**config.mk**
```make
export PLATFORM = sky130hd
export DESIGN_NAME = csi_sync_ctrl_flat
export DESIGN_NICKNAME = d
export VERILOG_FILES = /design/src/rtl/csi_sync_ctrl_pkg.sv /design/src/rtl/csi_sync_ctrl_if.sv /design/src/rtl/csi_sync_ctrl_skew_meas.sv /design/src/rtl/csi_sync_ctrl.sv /design/src/flat_wrapper.sv
export SDC_FILE = /design/constraint.sdc
export NUM_CORES = 1
export LEC_CHECK = 0
export ABC_AREA = 1
export ABC_CLOCK_PERIOD_IN_PS = 4200
export BUFFER_PORTS_ARGS = -buffer_cell sky130_fd_sc_hd__buf_4
export CAP_MARGIN = 20
export CORE_ASPECT_RATIO = 0.9
export CORE_MARGIN = 5
export CORE_UTILIZATION = 60
export CTS_CLUSTER_DIAMETER = 30
export DETAILED_ROUTE_END_ITERATION = 8
export GPL_TIMING_DRIVEN = 0
export PLACE_DENSITY = 0.82
export RECOVER_POWER = 100
export SLEW_MARGIN = 20
export SYNTH_ARGS = -nofsm -noshare
export SYNTH_HDL_FRONTEND = slang
export SYNTH_SLANG_ARGS = --single-unit
```
**constraint.sdc**
```tcl
create_clock -name clk -period 4.2 [get_ports clk]
set_clock_uncertainty 0.1 [all_clocks]
set_input_delay 0.63 -clock clk [delete_from_list [all_inputs] [get_ports clk]]
set_output_delay 0.63 -clock clk [all_outputs]
set_load 0.005 [all_outputs]
```
**src/rtl/csi_sync_ctrl_pkg.sv**
```systemverilog
`default_nettype none
// ============================================================================
// Module   : csi_sync_pkg
// Brief    : State, error-code and channel encodings for csi_sync_ctrl.
// Revision : 1.0 - initial release
// ============================================================================
package csi_sync_pkg;

    typedef enum logic [2:0] {
        ST_IDLE    = 3'd0,
        ST_MEASURE = 3'd1,
        ST_ARM     = 3'd2,
        ST_LOCKED  = 3'd3,
        ST_FAULT   = 3'd4
    } state_t;

    localparam logic [2:0] c_err_none    = 3'd0;
    localparam logic [2:0] c_err_timeout = 3'd1;
    localparam logic [2:0] c_err_orphan  = 3'd2;
    localparam logic [2:0] c_err_drift   = 3'd3;
    localparam logic [2:0] c_err_ovf     = 3'd4;
    localparam logic [2:0] c_err_udf     = 3'd5;

    localparam logic [1:0] c_ch_none = 2'd0;
    localparam logic [1:0] c_ch1     = 2'd1;
    localparam logic [1:0] c_ch2     = 2'd2;
    localparam logic [1:0] c_ch_both = 2'd3;

    // Pair measurement only runs while the controller is tracking frames.
    function automatic logic meas_active(input state_t s);
        return (s == ST_MEASURE) || (s == ST_ARM) || (s == ST_LOCKED);
    endfunction

endpackage
`default_nettype wire

```
**src/rtl/csi_sync_ctrl_if.sv**
```systemverilog
`default_nettype none
// ============================================================================
// Module   : csi_sync_ctrl_if
// Brief    : Control/status bundle between csi_sync_ctrl and its environment.
//            Stats fields exist only when CSI_SYNC_CTRL_STATS_EN is defined.
// Revision : 1.0 - initial release
// ============================================================================
interface csi_sync_ctrl_if #(
    parameter int SKEW_W = 12
);
    logic              run;
    logic              sof1;
    logic              sof2;
    logic              fifo_ovf;
    logic              fifo_udf;
    logic              enb;
    logic              locked;
    logic [2:0]        state;
    logic [SKEW_W-1:0] skew;
    logic [1:0]        skew_ch;
    logic [2:0]        err_code;
`ifdef CSI_SYNC_CTRL_STATS_EN
    logic [15:0]       frm_cnt;
    logic [7:0]        err_cnt;

    modport master (
        output run, sof1, sof2, fifo_ovf, fifo_udf,
        input  enb, locked, state, skew, skew_ch, err_code, frm_cnt, err_cnt
    );
    modport slave (
        input  run, sof1, sof2, fifo_ovf, fifo_udf,
        output enb, locked, state, skew, skew_ch, err_code, frm_cnt, err_cnt
    );
`else
    modport master (
        output run, sof1, sof2, fifo_ovf, fifo_udf,
        input  enb, locked, state, skew, skew_ch, err_code
    );
    modport slave (
        input  run, sof1, sof2, fifo_ovf, fifo_udf,
        output enb, locked, state, skew, skew_ch, err_code
    );
`endif
endinterface
`default_nettype wire

```
**src/rtl/csi_sync_ctrl_skew_meas.sv**
```systemverilog
`default_nettype none
// ============================================================================
// Module   : csi_skew_meas
// Brief    : SOF pair tracker: skew counter, pair close, TIMEOUT/ORPHAN pulses.
// Revision : 1.0 - initial release
// ============================================================================
module csi_skew_meas
    import csi_sync_pkg::*;
#(
    parameter int SKEW_MAX = 512,
    parameter int SKEW_W   = 12
) (
    input  logic              clk,
    input  logic              rst,
    input  logic              active,
    input  logic              sof1,
    input  logic              sof2,
    output logic              pair_done,
    output logic [SKEW_W-1:0] pair_skew,
    output logic [1:0]        pair_ch,
    output logic              timeout,
    output logic              orphan
);

    logic              r_open;
    logic [1:0]        r_first;
    logic [SKEW_W-1:0] r_cnt;
    logic [SKEW_W-1:0] w_elapsed;
    logic              w_same;
    logic              w_other;

    // r_cnt holds cycles since the opening SOF minus one, so the value seen
    // in the closing cycle is the true SOF-to-SOF distance.
    assign w_elapsed = r_cnt + SKEW_W'(1);
    assign w_same    = (r_first == c_ch1) ? sof1 : sof2;
    assign w_other   = (r_first == c_ch1) ? sof2 : sof1;

    always_comb begin
        pair_done = 1'b0;
        pair_skew = '0;
        pair_ch   = c_ch_none;
        timeout   = 1'b0;
        orphan    = 1'b0;
        if (active) begin
            if (!r_open) begin
                if (sof1 && sof2) begin
                    pair_done = 1'b1;
                    pair_ch   = c_ch_both;
                end
            end else if (w_same) begin
                orphan = 1'b1;
            end else if (w_other) begin
                pair_done = 1'b1;
                pair_skew = w_elapsed;
                pair_ch   = r_first;
            end else if (w_elapsed >= SKEW_W'(SKEW_MAX)) begin
                timeout = 1'b1;
            end
        end
    end

    always_ff @(posedge clk) begin
        if (rst || !active) begin
            r_open  <= 1'b0;
            r_first <= c_ch_none;
            r_cnt   <= '0;
        end else if (!r_open) begin
            if (sof1 ^ sof2) begin
                r_open  <= 1'b1;
                r_first <= sof1 ? c_ch1 : c_ch2;
                r_cnt   <= '0;
            end
        end else if (pair_done || orphan || timeout) begin
            r_open  <= 1'b0;
            r_first <= c_ch_none;
            r_cnt   <= '0;
        end else begin
            r_cnt <= w_elapsed;
        end
    end

endmodule
`default_nettype wire

```
**src/rtl/csi_sync_ctrl.sv**
```systemverilog
`default_nettype none
// ============================================================================
// Module   : csi_sync_ctrl
// Brief    : Stereo CSI frame-sync controller gating the csi_dly aligner.
//            Optional stats counters: define CSI_SYNC_CTRL_STATS_EN.
// Revision : 1.0 - initial release
// ============================================================================
module csi_sync_ctrl
    import csi_sync_pkg::*;
#(
    parameter int SKEW_MAX    = 512,
    parameter int SKEW_W      = 12,
    parameter int SKEW_TOL    = 2,
    parameter int LOCK_FRAMES = 2,
    parameter int DROP_CYC    = 16
) (
    input  logic            clk,
    input  logic            rst,
    csi_sync_ctrl_if.slave  bus
);

    localparam int GOOD_W = $clog2(LOCK_FRAMES + 2);
    localparam int DROP_W = $clog2(DROP_CYC + 1);

    state_t            r_state;
    state_t            w_state_nxt;
    logic [2:0]        r_err;
    logic [2:0]        w_err_nxt;
    logic [2:0]        w_fault;
    logic [SKEW_W-1:0] r_skew;
    logic [1:0]        r_skew_ch;
    logic [SKEW_W-1:0] r_ref_skew;
    logic [SKEW_W-1:0] w_ref_skew_nxt;
    logic [1:0]        r_ref_ch;
    logic [1:0]        w_ref_ch_nxt;
    logic              r_ref_valid;
    logic              w_ref_valid_nxt;
    logic [GOOD_W-1:0] r_good;
    logic [GOOD_W-1:0] w_good_nxt;
    logic [DROP_W-1:0] r_drop;
    logic [DROP_W-1:0] w_drop_nxt;
    logic              r_ovf_d;
    logic              r_udf_d;

    logic              w_meas_active;
    logic              w_pair_done;
    logic [SKEW_W-1:0] w_pair_skew;
    logic [1:0]        w_pair_ch;
    logic              w_timeout;
    logic              w_orphan;
    logic [SKEW_W-1:0] w_diff;
    logic              w_in_tol;
    logic              w_ovf_rise;
    logic              w_udf_rise;

    assign w_meas_active = meas_active(r_state);

    csi_skew_meas #(
        .SKEW_MAX (SKEW_MAX),
        .SKEW_W   (SKEW_W)
    ) u_meas (
        .clk       (clk),
        .rst       (rst),
        .active    (w_meas_active),
        .sof1      (bus.sof1),
        .sof2      (bus.sof2),
        .pair_done (w_pair_done),
        .pair_skew (w_pair_skew),
        .pair_ch   (w_pair_ch),
        .timeout   (w_timeout),
        .orphan    (w_orphan)
    );

    assign w_diff     = (w_pair_skew >= r_ref_skew) ? (w_pair_skew - r_ref_skew)
                                                    : (r_ref_skew - w_pair_skew);
    assign w_in_tol   = (w_pair_ch == r_ref_ch) && (w_diff <= SKEW_W'(SKEW_TOL));
    assign w_ovf_rise = bus.fifo_ovf & ~r_ovf_d;
    assign w_udf_rise = bus.fifo_udf & ~r_udf_d;

    always_comb begin
        w_state_nxt     = r_state;
        w_err_nxt       = r_err;
        w_ref_skew_nxt  = r_ref_skew;
        w_ref_ch_nxt    = r_ref_ch;
        w_ref_valid_nxt = r_ref_valid;
        w_good_nxt      = r_good;
        w_drop_nxt      = r_drop;
        w_fault         = c_err_none;

        case (r_state)
            ST_IDLE: begin
                if (bus.run) begin
                    w_state_nxt     = ST_MEASURE;
                    w_err_nxt       = c_err_none;
                    w_good_nxt      = '0;
                    w_ref_valid_nxt = 1'b0;
                end
            end
            ST_MEASURE: begin
                if (w_timeout) begin
                    w_fault = c_err_timeout;
                end else if (w_orphan) begin
                    w_fault = c_err_orphan;
                end else if (w_pair_done) begin
                    // A mismatching pair becomes the new reference and counts once.
                    if (r_ref_valid && w_in_tol) begin
                        w_good_nxt = r_good + GOOD_W'(1);
                    end else begin
                        w_ref_skew_nxt  = w_pair_skew;
                        w_ref_ch_nxt    = w_pair_ch;
                        w_ref_valid_nxt = 1'b1;
                        w_good_nxt      = r_ref_valid ? GOOD_W'(1) : '0;
                    end
                    if (w_good_nxt >= GOOD_W'(LOCK_FRAMES)) begin
                        w_state_nxt = ST_ARM;
                    end
                end
            end
            ST_ARM: begin
                if (w_timeout) begin
                    w_fault = c_err_timeout;
                end else if (w_orphan) begin
                    w_fault = c_err_orphan;
                end else if (w_pair_done) begin
                    if (w_in_tol) begin
                        w_state_nxt = ST_LOCKED;
                    end else begin
                        w_fault = c_err_drift;
                    end
                end
            end
            ST_LOCKED: begin
                if (w_ovf_rise) begin
                    w_fault = c_err_ovf;
                end else if (w_udf_rise) begin
                    w_fault = c_err_udf;
                end else if (w_timeout) begin
                    w_fault = c_err_timeout;
                end else if (w_orphan) begin
                    w_fault = c_err_orphan;
                end else if (w_pair_done && !w_in_tol) begin
                    w_fault = c_err_drift;
                end
            end
            ST_FAULT: begin
                if (r_drop == DROP_W'(DROP_CYC - 1)) begin
                    w_state_nxt = bus.run ? ST_MEASURE : ST_IDLE;
                    w_drop_nxt  = '0;
                end else begin
                    w_drop_nxt = r_drop + DROP_W'(1);
                end
            end
            default: begin
                w_state_nxt = ST_IDLE;
            end
        endcase

        if (w_fault != c_err_none) begin
            w_state_nxt     = ST_FAULT;
            w_err_nxt       = w_fault;
            w_drop_nxt      = '0;
            w_ref_valid_nxt = 1'b0;
            w_good_nxt      = '0;
        end

        // Dropping run wins over everything but leaves the last cause visible.
        if (!bus.run) begin
            w_state_nxt = ST_IDLE;
            w_err_nxt   = r_err;
            w_drop_nxt  = '0;
        end
    end

    always_ff @(posedge clk) begin
        if (rst) begin
            r_state     <= ST_IDLE;
            r_err       <= c_err_none;
            r_skew      <= '0;
            r_skew_ch   <= c_ch_none;
            r_ref_skew  <= '0;
            r_ref_ch    <= c_ch_none;
            r_ref_valid <= 1'b0;
            r_good      <= '0;
            r_drop      <= '0;
            r_ovf_d     <= 1'b0;
            r_udf_d     <= 1'b0;
        end else begin
            r_state     <= w_state_nxt;
            r_err       <= w_err_nxt;
            r_ref_skew  <= w_ref_skew_nxt;
            r_ref_ch    <= w_ref_ch_nxt;
            r_ref_valid <= w_ref_valid_nxt;
            r_good      <= w_good_nxt;
            r_drop      <= w_drop_nxt;
            r_ovf_d     <= bus.fifo_ovf;
            r_udf_d     <= bus.fifo_udf;
            if (w_pair_done) begin
                r_skew    <= w_pair_skew;
                r_skew_ch <= w_pair_ch;
            end
        end
    end

    assign bus.enb      = (r_state == ST_ARM) || (r_state == ST_LOCKED);
    assign bus.locked   = (r_state == ST_LOCKED);
    assign bus.state    = r_state;
    assign bus.skew     = r_skew;
    assign bus.skew_ch  = r_skew_ch;
    assign bus.err_code = r_err;

`ifdef CSI_SYNC_CTRL_STATS_EN
    logic [15:0] r_frm_cnt;
    logic [7:0]  r_err_cnt;

    always_ff @(posedge clk) begin
        if (rst) begin
            r_frm_cnt <= '0;
            r_err_cnt <= '0;
        end else if ((r_state == ST_IDLE) && (w_state_nxt == ST_MEASURE)) begin
            r_frm_cnt <= '0;
            r_err_cnt <= '0;
        end else begin
            if ((r_state == ST_LOCKED) && w_pair_done) begin
                r_frm_cnt <= r_frm_cnt + 16'd1;
            end
            if ((w_state_nxt == ST_FAULT) && (r_state != ST_FAULT) && (r_err_cnt != 8'hFF)) begin
                r_err_cnt <= r_err_cnt + 8'd1;
            end
        end
    end

    assign bus.frm_cnt = r_frm_cnt;
    assign bus.err_cnt = r_err_cnt;
`endif

endmodule
`default_nettype wire
```
**src/flat_wrapper.sv**
```systemverilog
// flat-port wrapper written by rule: the top's interface ports become plain ports
module csi_sync_ctrl_flat import csi_sync_pkg::*;
#(
    parameter int SKEW_MAX    = 512,
    parameter int SKEW_W      = 12,
    parameter int SKEW_TOL    = 2,
    parameter int LOCK_FRAMES = 2,
    parameter int DROP_CYC    = 16
)
  (clk, rst, bus_run, bus_sof1, bus_sof2, bus_fifo_ovf, bus_fifo_udf, bus_enb, bus_locked, bus_state, bus_skew, bus_skew_ch, bus_err_code);
  csi_sync_ctrl_if #(.SKEW_W(SKEW_W)) bus_i ();
  input  logic clk;
  input  logic rst;
  input wire logic [$bits(bus_i.run)-1:0] bus_run;
  input wire logic [$bits(bus_i.sof1)-1:0] bus_sof1;
  input wire logic [$bits(bus_i.sof2)-1:0] bus_sof2;
  input wire logic [$bits(bus_i.fifo_ovf)-1:0] bus_fifo_ovf;
  input wire logic [$bits(bus_i.fifo_udf)-1:0] bus_fifo_udf;
  output wire logic [$bits(bus_i.enb)-1:0] bus_enb;
  output wire logic [$bits(bus_i.locked)-1:0] bus_locked;
  output wire logic [$bits(bus_i.state)-1:0] bus_state;
  output wire logic [$bits(bus_i.skew)-1:0] bus_skew;
  output wire logic [$bits(bus_i.skew_ch)-1:0] bus_skew_ch;
  output wire logic [$bits(bus_i.err_code)-1:0] bus_err_code;
  assign bus_i.run = bus_run;
  assign bus_i.sof1 = bus_sof1;
  assign bus_i.sof2 = bus_sof2;
  assign bus_i.fifo_ovf = bus_fifo_ovf;
  assign bus_i.fifo_udf = bus_fifo_udf;
  assign bus_enb = bus_i.enb;
  assign bus_locked = bus_i.locked;
  assign bus_state = bus_i.state;
  assign bus_skew = bus_i.skew;
  assign bus_skew_ch = bus_i.skew_ch;
  assign bus_err_code = bus_i.err_code;
  csi_sync_ctrl #(.SKEW_MAX(SKEW_MAX), .SKEW_W(SKEW_W), .SKEW_TOL(SKEW_TOL), .LOCK_FRAMES(LOCK_FRAMES), .DROP_CYC(DROP_CYC)) u_core (.clk(clk), .rst(rst), .bus(bus_i));
endmodule
```
Yosys cells after proc, flatten, opt, wreduce, memory -nomap -nowiden
Cells that the tools add are included.
Storage, ports and cells
  register bits after elaboration: 59
  bits of input ports: 7
  word-level logic and storage cells: 168
Operators by class
  $add $sub $neg: 5
  $lt $le $gt $ge: 4
  equality and inequality tests: 29
  multiplexer cells: 78
  bitwise logic cells: 10
  reductions and logical operators: 27
Operators by type and width (count)
  $mux 12: 8
  $mux 3: 20
  $mux 2: 21
  $mux 1: 24
  $sub 12x12->12: 2
  $reduce_and 10->1: 2
  $ne 2x2->1 const B: 9
  $pmux 3 s5: 1
  $add 12x1->12 const B: 1
  $ge 12x10->1 const B: 1
  $ge 12x12->1: 1
  $le 12x2->1 const B: 1
  $ne 3x3->1 const B: 4
  $reduce_and 5->1: 2
  $ne 3x2->1 const B: 3
  $pmux 3 s3: 1
  $ne 2x1->1 const B: 4
  $not 1->1: 7
  $eq 3x2->1 const B: 2
  $logic_or 1x1->1: 6
  $ne 3x1->1 const B: 2
  $reduce_and 6->1: 1
  $reduce_bool 2->1: 3
  $add 5x1->5 const B: 1
  other kinds (19): 26

Longest topological paths before layout
Gate-level depths: netlist of the first run.
  depth after elaboration: 23
  depth in mapped cells: 34
  depth with buffers taken out: 33

Cells and area by module
A second synthesis of the first run with hierarchy kept.
Unflattened totals
  cell total of the unflattened synthesis: 690
  area, all modules: 4375.4 um^2
By module, submodules not included
  csi_sync_ctrl: instances 1, cells an instance 534, area an instance 3345.7 um^2, sequential area each 880.8 um^2
  csi_skew_meas: instances 1, cells an instance 156, area an instance 1029.7 um^2, sequential area each 300.3 um^2

Least setup slack after synthesis of the first run
Ideal clock, no wire load.
  path kind: reg2reg
  start: register u_core.u_meas.r_cnt[0]
  end: register u_core.r_err[0] (netlist: u_core.bus.err_code[0])
  arrival time: 3.565 ns
  data required time: 3.985 ns
  slack: 0.421 ns
  cell stages (with the launch flop): 29
  buffers on the path: 0
  period minus slack after synthesis: 3.779 ns
  path through: dfxtp_1 > ha_1 > nand2_1 > nor2_2 > nand2_1 > nor2_2 > nand2_1 > nor2_2 > nand3_1 > xor2_1 > nor2_1 > inv_1 > ha_1 > nand2_1 > a21oi_1 > nor2_4 > nand2_2 > nor2_4 > nand2_2 > nand3b_2 > nand2_2 > nor2_2 > nand3_2 > nand2_2 > nand2_2 > a21oi_4 > nand3_4 > a21oi_1 > nor2_1
Between the ends
  cells in the longest elaborated chain, start to end: 20
  elaborated cells on any way between the ends: 34
  those cells by class: 3 x add/sub; 3 x order compare; 22 x mux; 6 x reduce/logical
Ends and longest elaborated chain
  start, declared: RTL line csi_sync_ctrl_skew_meas.sv:27  | logic [SKEW_W-1:0] r_cnt;
  start signal, assigned: RTL line csi_sync_ctrl_skew_meas.sv:78  | r_cnt <= w_elapsed;
  $add 12x1->12 *: RTL line csi_sync_ctrl_skew_meas.sv:34  | assign w_elapsed = r_cnt + SKEW_W'(1);
  $mux 12 *: RTL line csi_sync_ctrl_skew_meas.sv:52  | end else if (w_other) begin
  $mux 12 *: RTL line csi_sync_ctrl_skew_meas.sv:50  | end else if (w_same) begin
  $mux 12 *: RTL line csi_sync_ctrl_skew_meas.sv:45  | if (!r_open) begin
  $mux 12 *: RTL line csi_sync_ctrl_skew_meas.sv:44  | if (active) begin
  named net u_core.u_meas.pair_skew[10]: RTL line csi_sync_ctrl_skew_meas.sv:19  | output logic [SKEW_W-1:0] pair_skew,
  $sub 12x12->12, or another cell as far along: RTL line csi_sync_ctrl.sv:75  | : (r_ref_skew - w_pair_skew);
  $mux 12 *: RTL line csi_sync_ctrl.sv:74  | assign w_diff = (w_pair_skew >= r_ref_skew) ? (w_pair_skew - r_ref_skew)
  [5 not listed]
  $mux 3: RTL line csi_sync_ctrl.sv:139  | end else if (w_orphan) begin
  $mux 3: RTL line csi_sync_ctrl.sv:137  | end else if (w_timeout) begin
  $mux 3: RTL line csi_sync_ctrl.sv:135  | end else if (w_udf_rise) begin
  $mux 3: RTL line csi_sync_ctrl.sv:133  | if (w_ovf_rise) begin
  $pmux 3 s3 *: RTL line csi_sync_ctrl.sv:90  | case (r_state)
  $reduce_bool 3->1: RTL line csi_sync_ctrl.sv:158  | if (w_fault != c_err_none) begin
  $reduce_bool 2->1 (no source line)
  $reduce_and 2->1 (no source line)
  end signal, assigned: RTL line csi_sync_ctrl.sv:177  | r_err <= c_err_none;
  end signal, assigned: RTL line csi_sync_ctrl.sv:189  | r_err <= w_err_nxt;
  end, declared: RTL line csi_sync_ctrl.sv:27  | logic [2:0] r_err;
The timed path passes the listed nets; every way through them passes the cells marked *.
A chain may end at the register's enable or synchronous reset.

Worst setup path after layout of the first run
  start: register u_core.r_state[0] (netlist: u_core.bus.state[0])
  end: register u_core.r_state[1] (netlist: u_core.bus.state[1])
Between the ends
  cells in the longest elaborated chain, start to end: 18
  elaborated cells on any way between the ends: 54
  those cells by class: 2 x add/sub; 3 x order compare; 14 x eq/ne; 24 x mux; 1 x bitwise; 10 x reduce/logical
Ends and longest elaborated chain
  start, declared: RTL line csi_sync_ctrl.sv:25  | state_t r_state;
  start signal, assigned: RTL line csi_sync_ctrl.sv:188  | r_state <= w_state_nxt;
  $eq 3x1->1 or $eq 3x2->1 (tied branches): RTL line csi_sync_ctrl_pkg.sv:31  | return (s == ST_MEASURE) || (s == ST_ARM) || (s == ST_LOCKED);
  $logic_or 1x1->1: RTL line csi_sync_ctrl_pkg.sv:31
  $logic_or 1x1->1 *: RTL line csi_sync_ctrl_pkg.sv:31
  $mux 12 *: RTL line csi_sync_ctrl_skew_meas.sv:44
  named net u_core.u_meas.pair_skew[5]: RTL line csi_sync_ctrl_skew_meas.sv:19
  $sub 12x12->12, or another cell as far along: RTL line csi_sync_ctrl.sv:75
  $mux 12 *: RTL line csi_sync_ctrl.sv:74
  $le 12x2->1 *: RTL line csi_sync_ctrl.sv:76  | assign w_in_tol = (w_pair_ch == r_ref_ch) && (w_diff <= SKEW_W'(SKEW_TOL));
  $logic_and 1x1->1 *: RTL line csi_sync_ctrl.sv:76
  branches (longest 10 deep; another with $ge 2x2->1)
Mark *: on every way through the listed nets, which the timed path passes. The select of a mux whose other input is x is not followed.

==> flow_summary.json, run 1 <==
{
  "cts.sinks": 59,
  "rsz0062_at_grt": "true",
  "min-delay-start": "u_core.bus.skew_ch[0]",
  "cts-buffers-inserted": 9,
  "reg2reg_from": "u_core.bus.state[0]",
  "cpMostUsedCell": "nand2_2",
  "wl_per_cell_um": 15.2,
  "antenna_found_initial": 0,
  "clk_path_buf_depth": 2,
  "ioPinCount": 29,
  "die_h_um": 90.8,
  "worstPathArrival_ps": 4420,
  "synthCells": 674,
  "ys_ff_latch": 59,
  "synth.avg_cell_area_um2": 6.45,
  "routed_wl_um": 12800,
  "synthesis.area_um2": 4350,
  "clk_pin_slew_worst_paths_ps": 80,
  "netlist_top_cells_area": "dfxtp_1 (27%), nand2_1 (16%), inv_1 (8.5%), a21oi_1 (7.8%), ha_1 (7.8%)",
  "p_leak_nw": 2.50,
  "die_area_um2": 9050,
  "path_class": "flop to flop",
  "synth_top_area_cell": "dfxtp_1",
  "cp_slowest_cell": "dfxtp_4",
  "crit_start": "u_core.bus.state[0]",
  "ys_seq_area_frac": 0.272,
  "syn_nets": 710,
  "layout_setup_ws_ps": -31.2,
  "final_antenna_net_count": 0,
  "grt_max_degree": 11,
  "placed_cell_area_um2": 4660,
  "crit_path_max_fanout": 8,
  "relSlewSlack": 0.498,
  "critPathRequiredTime_ps": 4390,
  "drt-vias-per-instance": 5.66,
  "drt_first_pass_iters": 8,
  "core_um2": 7040,
  "ys_types": 41,
  "cts_tree": "built",
  "fmax_mhz": 236,
  "holdWs_ps": 364,
  "slowest_delay_ps": 370,
  "rows": 29,
  "finish.net_count": 778,
  "reg2regPathDepth": 28,
  "crit_path_end": "u_core.bus.state[1]",
  "grt_overflow_total": 0,
  "syn2layout_area_growth_pct": 25.8,
  "tightest_slew_ps": 748,
  "fin_util": 0.777,
  "synth_warnings": 0,
  "start_util": 0.618,
  "grt.total_usage": 0.260,
  "dp_hpwl_um": 8380,
  "slew_violations": 0,
  "clock-root-buffer": "clkbuf_8",
  "post-place-ws_ps": -601,
  "r2r_end": "u_core.bus.state[1]",
  "rrSetupSlack_ps": -30,
  "cap_violations": 0,
  "final_area_um2": 5470,
  "ir_worst_vdd_v": 0.000222,
  "violations": "setup timing",
  "finalHoldViolCount": 0,
  "drt_iter0_markers": 443,
  "start_kind": "flop",
  "clock_latency_ps": 350,
  "die_w_um": 99.7,
  "setup_viol_count_final": 2,
  "io_buffers": 26,
  "run_status": "finished with violations",
  "period_needed_ps": 4230,
  "gp_congestion": 0.930,
  "grt_first_pass_wirelength_um": 19200,
  "cp-end-kind": "flop",
  "grt_pass1_vias": 4249,
  "ctsHtreeMaxLevel": 3,
  "diodes": 0,
  "vias": 4745,
  "drive_gt1_frac": 0.264,
  "drc": 0,
  "fin_crit_sh": 1.01,
  "power.density_nw_per_um2": 271,
  "yosysTopAreaCellShare": 0.272,
  "hp-class": "flop to flop"
}
## layer usage
| metal | wire length, um | global-route usage | up-vias |
|---|---|---|---|
| met5 | 0 | 0 | - |
| met3 | 913 | 0.0525 | 57 |
| met4 | 513 | 0.117 | 0 |
| met2 | 6270 | 0.427 | 201 |
| li1 | - | - | 2266 |
| met1 | 5070 | 0.325 | 2221 |
## timing repair
action / CTS / global route
hold buffers: 0 / 0
cloned: 0 / 1
resized for setup: 33 / 72
pin swaps: 16 / 38
buffers inserted: 12 / 18
endpoints found under the setup margin: 28 / 28
## cells in the final DEF, fill, tap and decap left out, types with 7 or more instances in the layout
master,count
dfxtp_1,53
a21oi_2,8
nor2_4,18
clkbuf_8,10
inv_2,10
nand3_2,9
nand2_4,9
nand2_1,176
nand2_2,24
o21ai_0,19
nor2_2,7
nand3_1,28
inv_1,93
a21oi_1,63
nand4_1,12
clkbuf_4,19
buf_4,36
clkbuf_1,8
nor2_1,51
ha_1,20
## Yosys cell counts (all sizes together)
cell type  count
o21ai         26
o32ai          2
a21oi         74
and2           1
nand3b         4
or2            2
fa             2
nand4         13
buf            6
xor2           7
dfxtp         59
xnor2          1
nor2          76
inv          103
ha            27
nand2        209
clkbuf         7
bufbuf         1
o21bai         3
o211ai         2
nand3         40
a31oi          1
clkinv         1
nor3           6
a21o           1
## stage by stage
step,power [mW],std cells,TNS [ps]
3_3_place_gp,0.840,793,-11360
6_report,1.48,839,-40.9
4_1_cts,1.43,820,0
3_5_place_dp,0.847,793,-14430
5_1_grt,1.55,839,-2070
2_1_floorplan,0.786,674,0
## worst max-delay path: cells and delay by family, from the launching register on
family                   cells  cell delay, ps
AO/OA/AOI/OAI                3             480
flip-flops                   1             370
buffers and inverters        6             740
adder cells (fa/ha/maj)      1             310
AND/OR/NAND/NOR             18            2160
## layout make-up
type / instances / area (um^2)
multi-input cells: 497 / 3020
clock buffers: 10 / 128
flip-flops and latches: 59 / 1200
well taps: 93 / 116
plain buffers: 14 / 105
clock inverters: 5 / 78.8
inverters: 104 / 395
fillers: 509 / 1570
repair buffers: 56 / 420
repair inverters: 1 / 6.26
## worst min path at each step
stage               cells past startpoint                     to  slack, ps
floorplan                               2  u_core.r_ref_skew[11]        330
global placement                        2  u_core.r_ref_skew[11]        350
detailed placement                      2  u_core.r_ref_skew[11]        350
CTS                                     2  u_core.r_ref_skew[11]        360
global route                            2     u_core.bus.skew[9]        390
finish                                  2  u_core.bus.skew_ch[0]        360
## where the power goes
group          internal (mW)  switching, mW  leakage (nW)  total [mW]
sequential             0.569        0.00798         0.481       0.576
combinational          0.122          0.205          1.91       0.327
clock                  0.330          0.248         0.106       0.578
## registers in the layout, indices dropped and copies added, names as in the netlist
signal / cells
u_core.u_meas.r_cnt: 12
u_core.u_meas.r_first: 2
u_core.r_ovf_d: 1
u_core.bus.state: 3
u_core.bus.err_code: 3
u_core.r_udf_d: 1
u_core.r_ref_skew: 12
u_core.bus.skew: 12
u_core.r_ref_valid: 1
u_core.u_meas.r_open: 1
u_core.r_good: 2
u_core.r_ref_ch: 2
u_core.r_drop: 5
u_core.bus.skew_ch: 2
## kinds of logic after synthesis
| logic type | count (synthesis) | share of synthesized area |
|---|---|---|
| compound gates | 109 | 0.141 |
| xor+xnor | 8 | 0.0161 |
| fa+ha+maj | 29 | 0.0869 |
| flops | 59 | 0.272 |
| simple gates | 351 | 0.371 |
| buf+inv | 118 | 0.113 |
Power figures use the tool's default switching activity.
==> run 2: changes to the inputs <==
--- a/config.mk
+++ b/config.mk
@@ -5,7 +5,6 @@
 export SDC_FILE = /design/constraint.sdc
 export NUM_CORES = 1
 export LEC_CHECK = 0
-export ABC_AREA = 1
 export ABC_CLOCK_PERIOD_IN_PS = 4200
 export BUFFER_PORTS_ARGS = -buffer_cell sky130_fd_sc_hd__buf_4
 export CAP_MARGIN = 20
==> run 2 against run 1 <==
Net effect: the run still ends with setup timing left; synthesized cell count down 16%; cell count down 9.1%; design area up 10%; sequential share of layout area down 1.8 points; count of clock-buffer cells in the layout unchanged; wire length up 25%; via count up 5.4%; critical path depth down 7; critical endpoint is now u_core.r_ref_ch[0].
==> flow_summary.json, run 2 <==
{
  "clk_path_buf_depth": 2,
  "ioPinCount": 29,
  "antenna_found_initial": 0,
  "gp_congestion": 0.945,
  "cp-end-kind": "flop",
  "ir_worst_vdd_v": 0.000269,
  "fmax_mhz": 212,
  "finalHoldViolCount": 0,
  "die_w_um": 99.4,
  "synthesis.area_um2": 4320,
  "synth_warnings": 0,
  "vias": 5000,
  "start_util": 0.613,
  "grt_pass1_vias": 4427,
  "synth.avg_cell_area_um2": 7.67,
  "p_leak_nw": 2.49,
  "hp-class": "flop to flop",
  "slew_violations": 0,
  "die_h_um": 90.5,
  "finish.net_count": 701,
  "fin_crit_sh": 1.13,
  "placed_cells": 684,
  "drt-vias-per-instance": 6.55,
  "drt_first_pass_iters": 7,
  "drc": 0,
  "clock-root-buffer": "clkbuf_8",
  "fillers": 332,
  "holdWs_ps": 394,
  "rsz0062_at_grt": "true",
  "ys_seq_area_frac": 0.274,
  "synth_top_cells_by_count": "nor2_1 (82), dfxtp_1 (59), a21oi_1 (52)",
  "final_cell_mix": "buf_4 (86), nor2_1 (65), dfxtp_1 (50)",
  "placed_cell_area_um2": 4710,
  "slowest_delay_ps": 400,
  "grt_max_degree": 20,
  "drive_gt1_frac": 0.339,
  "cp_slowest_cell": "dfxtp_4",
  "io_buffers": 28,
  "synth_top_area_cell": "dfxtp_1",
  "routed_wl_um": 15900,
  "violations": "setup timing",
  "worstPathArrival_ps": 4850,
  "clk_pin_slew_worst_paths_ps": 70,
  "synth_edf_count": 0,
  "final_cells": 763,
  "setup_viol_count_final": 28,
  "start_kind": "flop",
  "crit_chain": "nand4_1, buf_6, buf_4, o21a_1, o21ai_1, nor2_2, buf_4, buf_4, ha_1, a21o_1, o2111ai_4, buf_6, a211oi_1, a221o_1, nor4_4, nand4_4, o31ai_4, buf_6, buf_8, mux2i_1, nor2_1",
  "cts-buffers-inserted": 9,
  "async_reset_ff_frac": 0,
  "run_status": "finished with violations",
  "die_area_um2": 9000,
  "netlist_top_cells_area": "dfxtp_1 (27%), ha_1 (7.8%), nor2_1 (7.1%), a21oi_1 (6.0%), mux2i_1 (3.9%)",
  "synth-main-ff-cell": "dfxtp_1",
  "grt_first_pass_wirelength_um": 21800,
  "diodes": 0,
  "tightest_slew_ps": 1180,
  "rows": 29,
  "layout_setup_ws_ps": -528,
  "ctsHtreeMaxLevel": 3,
  "final_common_cell": "buf_4",
  "fin_util": 0.856,
  "cts.sinks": 59,
  "grt.total_usage": 0.300,
  "yosysTopAreaCellShare": 0.274,
  "cts_tree": "built",
  "grt_overflow_total": 0,
  "wl_per_cell_um": 20.9,
  "power_mw": 1.27,
  "ys_ff_latch": 59,
  "hold_buffers": 0,
  "power.density_nw_per_um2": 211,
  "crit_path_max_fanout": 8,
  "drt_iter0_markers": 604,
  "syn_nets": 599,
  "relSlewSlack": 0.205,
  "path_class": "flop to flop",
  "final_antenna_net_count": 0,
  "synthCells": 563,
  "clock_latency_ps": 360,
  "yosysMostFrequentCell": "nor2_1",
  "critPathRequiredTime_ps": 4320,
  "core_um2": 7040,
  "final_area_um2": 6020,
  "dp_hpwl_um": 8550,
  "cap_violations": 0,
  "ys_types": 73,
  "period_needed_ps": 4730,
  "syn2layout_area_growth_pct": 39.5
}
-- run 2: cell types whose count changed after synthesis, moves of 9 or more --
| cell | change |
|---|---|
| nand2_1 | -153 |
| inv_1 | -62 |
| nand3_1 | -22 |
| nand2_2 | -18 |
| mux2i_1 | +17 |
| nor2_1 | +17 |
| a21oi_1 | -16 |
| nor2b_1 | +14 |
| nor3_1 | +11 |
| and2_1 | +10 |
| clkbuf_1 | +10 |
| a211oi_1 | +9 |
-- run 2: worst max-delay path: cells and delay by family, from the launching register on --
kind                       cells  cell delay (ps)
muxes                          1              220
adders and majority gates      1              240
buffers and inverters          7             1030
and+or+nand+nor                5              860
DFF                            1              400
AOI/OAI and AO/OA              7             1710
-- run 2: routing by layer --
metal | routed length, um | up-vias | track usage
li1 | - | 2203 | -
met5 | 0 | - | 0
met1 | 6190 | 2367 | 0.391
met3 | 1410 | 82 | 0.0595
met4 | 690 | 0 | 0.124
met2 | 7620 | 348 | 0.482
-- run 2: report_power, final --
part / internal (mW) / switching [mW]
Combinational: 0.0475 / 0.0694
Clock: 0.335 / 0.256
Sequential: 0.559 / 0.00339
-- run 2: cell families after synthesis --
group / after synthesis / share of synthesized area
adder cells (fa/ha/maj): 30 / 0.0898
AND/OR/NAND/NOR: 224 / 0.265
XOR/XNOR: 15 / 0.0304
AO/OA/AOI/OAI: 152 / 0.233
multiplexers: 18 / 0.0420
buffers and inverters: 65 / 0.0661
flip-flops: 59 / 0.274
-- run 2: final timing paths --
check	cells after the start	start	slack, ps	to
max	21	u_core.u_meas.r_cnt[3]	-530	u_core.r_ref_ch[0]
max reg2reg	21	u_core.u_meas.r_cnt[3]	-530	u_core.r_ref_ch[0]
min reg2reg	2	u_core.bus.skew[5]	390	u_core.bus.skew[5]
min	2	u_core.bus.skew[5]	390	u_core.bus.skew[5]
-- run 2: metrics by stage --
step	setup WS, ps	setup TNS, ps
after floorplan	-298	-3530
after global placement	-1260	-29950
after detailed placement	-1310	-30830
after CTS	-282	-4520
after global routing	-655	-13870
final	-528	-10560
-- run 2: final cells by class --
class	instances	area [um^2]	share of cell area
Clock inverter	6	90.1	0.0150
Multi-Input combinational cell	439	3380	0.562
Clock buffer	10	128	0.0212
Sequential cell	59	1210	0.201
Buffer	24	168	0.0278
Tap cell	93	116	0.0193
Timing Repair Buffer	96	793	0.132
Inverter	36	135	0.0224
-- run 2: what timing repair did --
action | CTS | global route
setup endpoints to repair | 28 | 28
buffers inserted | 32 | 33
pin swaps | 30 | 28
cloned | 3 | 0
hold endpoints to repair | 0 | 0
resized for setup | 82 | 59
==> run 3: changes to the inputs <==
--- a/config.mk
+++ b/config.mk
@@ -5,7 +5,7 @@
 export SDC_FILE = /design/constraint.sdc
 export NUM_CORES = 1
 export LEC_CHECK = 0
-export ABC_CLOCK_PERIOD_IN_PS = 4200
+export ABC_CLOCK_PERIOD_IN_PS = 4800
 export BUFFER_PORTS_ARGS = -buffer_cell sky130_fd_sc_hd__buf_4
 export CAP_MARGIN = 20
 export CORE_ASPECT_RATIO = 0.9
==> constraint.sdc (replaced) <==
create_clock -name clk -period 4.8 [get_ports clk]
set_clock_uncertainty 0.1 [all_clocks]
set_input_delay 0.72 -clock clk [delete_from_list [all_inputs] [get_ports clk]]
set_output_delay 0.72 -clock clk [all_outputs]
set_load 0.005 [all_outputs]
==> run 3 against run 2 <==
Net effect: the run still ends with setup timing left; first-iteration DRC count fell by 38%; sequential power decreased by 12%; total power decreased by 17%; count of clock-buffer cells in the layout decreased by 1; largest power group is now registers.
==> flow_summary.json, run 3 (synthesis results as in run 2) <==
{
  "power.density_nw_per_um2": 194,
  "clk_path_buf_depth": 2,
  "tightest_slew_ps": 724,
  "clock-root-buffer": "clkbuf_8",
  "switching_power_mw": 0.284,
  "drc": 0,
  "holdWs_ps": 379,
  "drt_first_pass_iters": 5,
  "comb_power_share": 0.083,
  "wl_per_cell_um": 18.2,
  "routed_wl_um": 13300,
  "finish.net_count": 670,
  "holdPathStages": 2,
  "drt-vias-per-instance": 6.39,
  "syn2layout_area_growth_pct": 25.7,
  "final_area_um2": 5430,
  "ir_worst_vdd_v": 0.000175,
  "dp_hpwl_um": 8570,
  "grt_overflow_total": 0,
  "layout_setup_ws_ps": -195,
  "ctsHtreeMaxLevel": 3,
  "vias": 4675,
  "violations": "setup timing",
  "start_kind": "input port",
  "final_cells": 732,
  "rsz0062_at_grt": "true",
  "power_mw": 1.05,
  "pwr-share-seq": 0.470,
  "io_buffers": 28,
  "relSlewSlack": 0.514,
  "drive_gt1_frac": 0.244,
  "p_leak_nw": 2.25,
  "period_needed_ps": 4990,
  "final_cell_mix": "nor2_1 (69), dfxtp_1 (54), a21oi_1 (51)",
  "rows": 29,
  "worstPathArrival_ps": 5120,
  "placed_cells": 684,
  "antenna_found_initial": 0,
  "placed_cell_area_um2": 4660,
  "run_status": "finished with violations",
  "slew_violations": 0,
  "drt_iter0_markers": 376,
  "hp-class": "flop to flop",
  "fmax_mhz": 200,
  "reg2regPathDepth": 20,
  "cts_tree": "built",
  "seq_area_um2": 1190,
  "p_clk_frac": 0.448,
  "cts.sinks": 59,
  "clock_latency_ps": 350,
  "critPathRequiredTime_ps": 4920,
  "cp-end-kind": "flop",
  "core_um2": 7040,
  "cts-buffers-inserted": 9,
  "post-place-ws_ps": -837,
  "grt.total_usage": 0.265,
  "setup_viol_count_final": 16,
  "hold_buffers": 0,
  "clk_pin_slew_worst_paths_ps": 80,
  "start_util": 0.613,
  "multi_input_area_um2": 3130,
  "cap_violations": 0,
  "grt_max_degree": 13,
  "final_antenna_net_count": 0,
  "ioPinCount": 29,
  "diodes": 0,
  "path_class": "input port to flop",
  "fillers": 483,
  "fin_crit_sh": 1.04,
  "gp_congestion": 0.997,
  "die_h_um": 90.5,
  "intPower_mw": 0.767,
  "grt_pass1_vias": 4094,
  "crit_path_max_fanout": 9,
  "power_switching_share": 0.270,
  "die_area_um2": 9000,
  "finalHoldViolCount": 0,
  "grt_first_pass_wirelength_um": 19700,
  "die_w_um": 99.4,
  "final_common_cell": "nor2_1"
}
[run 3: cell types whose count changed in the layout (fill, tap and decap cells not counted), moves of 5 or more]
cell	before	now
a21oi_1	46	51
buf_4	86	42
buf_6	13	5
clkbuf_4	2	19
o21ai_0	23	28
[run 3: power groups by stage]
stage	Clock (mW)	Combinational, mW	Sequential [mW]
2_1_floorplan	0	0.0464	0.505
3_3_place_gp	0	0.0663	0.506
3_5_place_dp	0	0.0679	0.506
4_1_cts	0.471	0.0736	0.494
5_1_grt	0.499	0.0915	0.494
6_report	0.470	0.0867	0.493
[run 3: routing by layer]
layer,wire length (um),GRT usage,vias to the layer above
li1,-,-,2133
met1,5250,0.356,2169
met2,6340,0.426,287
met3,1110,0.0486,86
met4,631,0.0876,0
met5,0,0,-
[run 3: metrics by stage]
stage | util | TNS (ps)
2_1_floorplan | - | 0
4_1_cts | 0.709 | 0
6_report | 0.771 | -1490
3_3_place_gp | 0.663 | -15960
3_5_place_dp | 0.663 | -18810
5_1_grt | 0.771 | -4980
[run 3: worst paths after layout]
check	startpoint	end	slack (ps)
worst max-delay path	bus_sof1	u_core.r_ref_ch[1]	-190
worst min-delay path	u_core.r_drop[1]	u_core.r_drop[1]	380
worst max register to register	u_core.u_meas.r_first[1]	u_core.r_ref_ch[1]	-150
worst min register to register	u_core.r_drop[1]	u_core.r_drop[1]	380
[run 3: layout make-up]
cell class,instances,share of cell area
timing repair buffer,64,0.0938
inverter,36,0.0249
buffer,25,0.0263
clock buffer,9,0.0228
sequential,59,0.220
multi-input combinational,439,0.577
tap,93,0.0214
clock inverter,7,0.0141
[run 3: critical path: stages]
cell and delay (ps):
buf_12 110, nand4bb_4 210, o21ai_4 90, and2_4 200
nand2_8 100, nor2_1 380, inv_1 90, ha_1 300
buf_4 180, a21oi_1 270, o211ai_2 160, o2111ai_2 150
buf_4 230, a211oi_1 80, a221o_1 310, nor4_2 310
nand4_2 240, o31ai_4 450, buf_6 200, mux2i_1 240
nor2_1 80
[run 3: what timing repair did]
item	in CTS	in global routing
buffers inserted	6	29
gates resized for setup	27	49
endpoints found under the setup margin	28	28
cloned	1	0
pin swaps	7	19
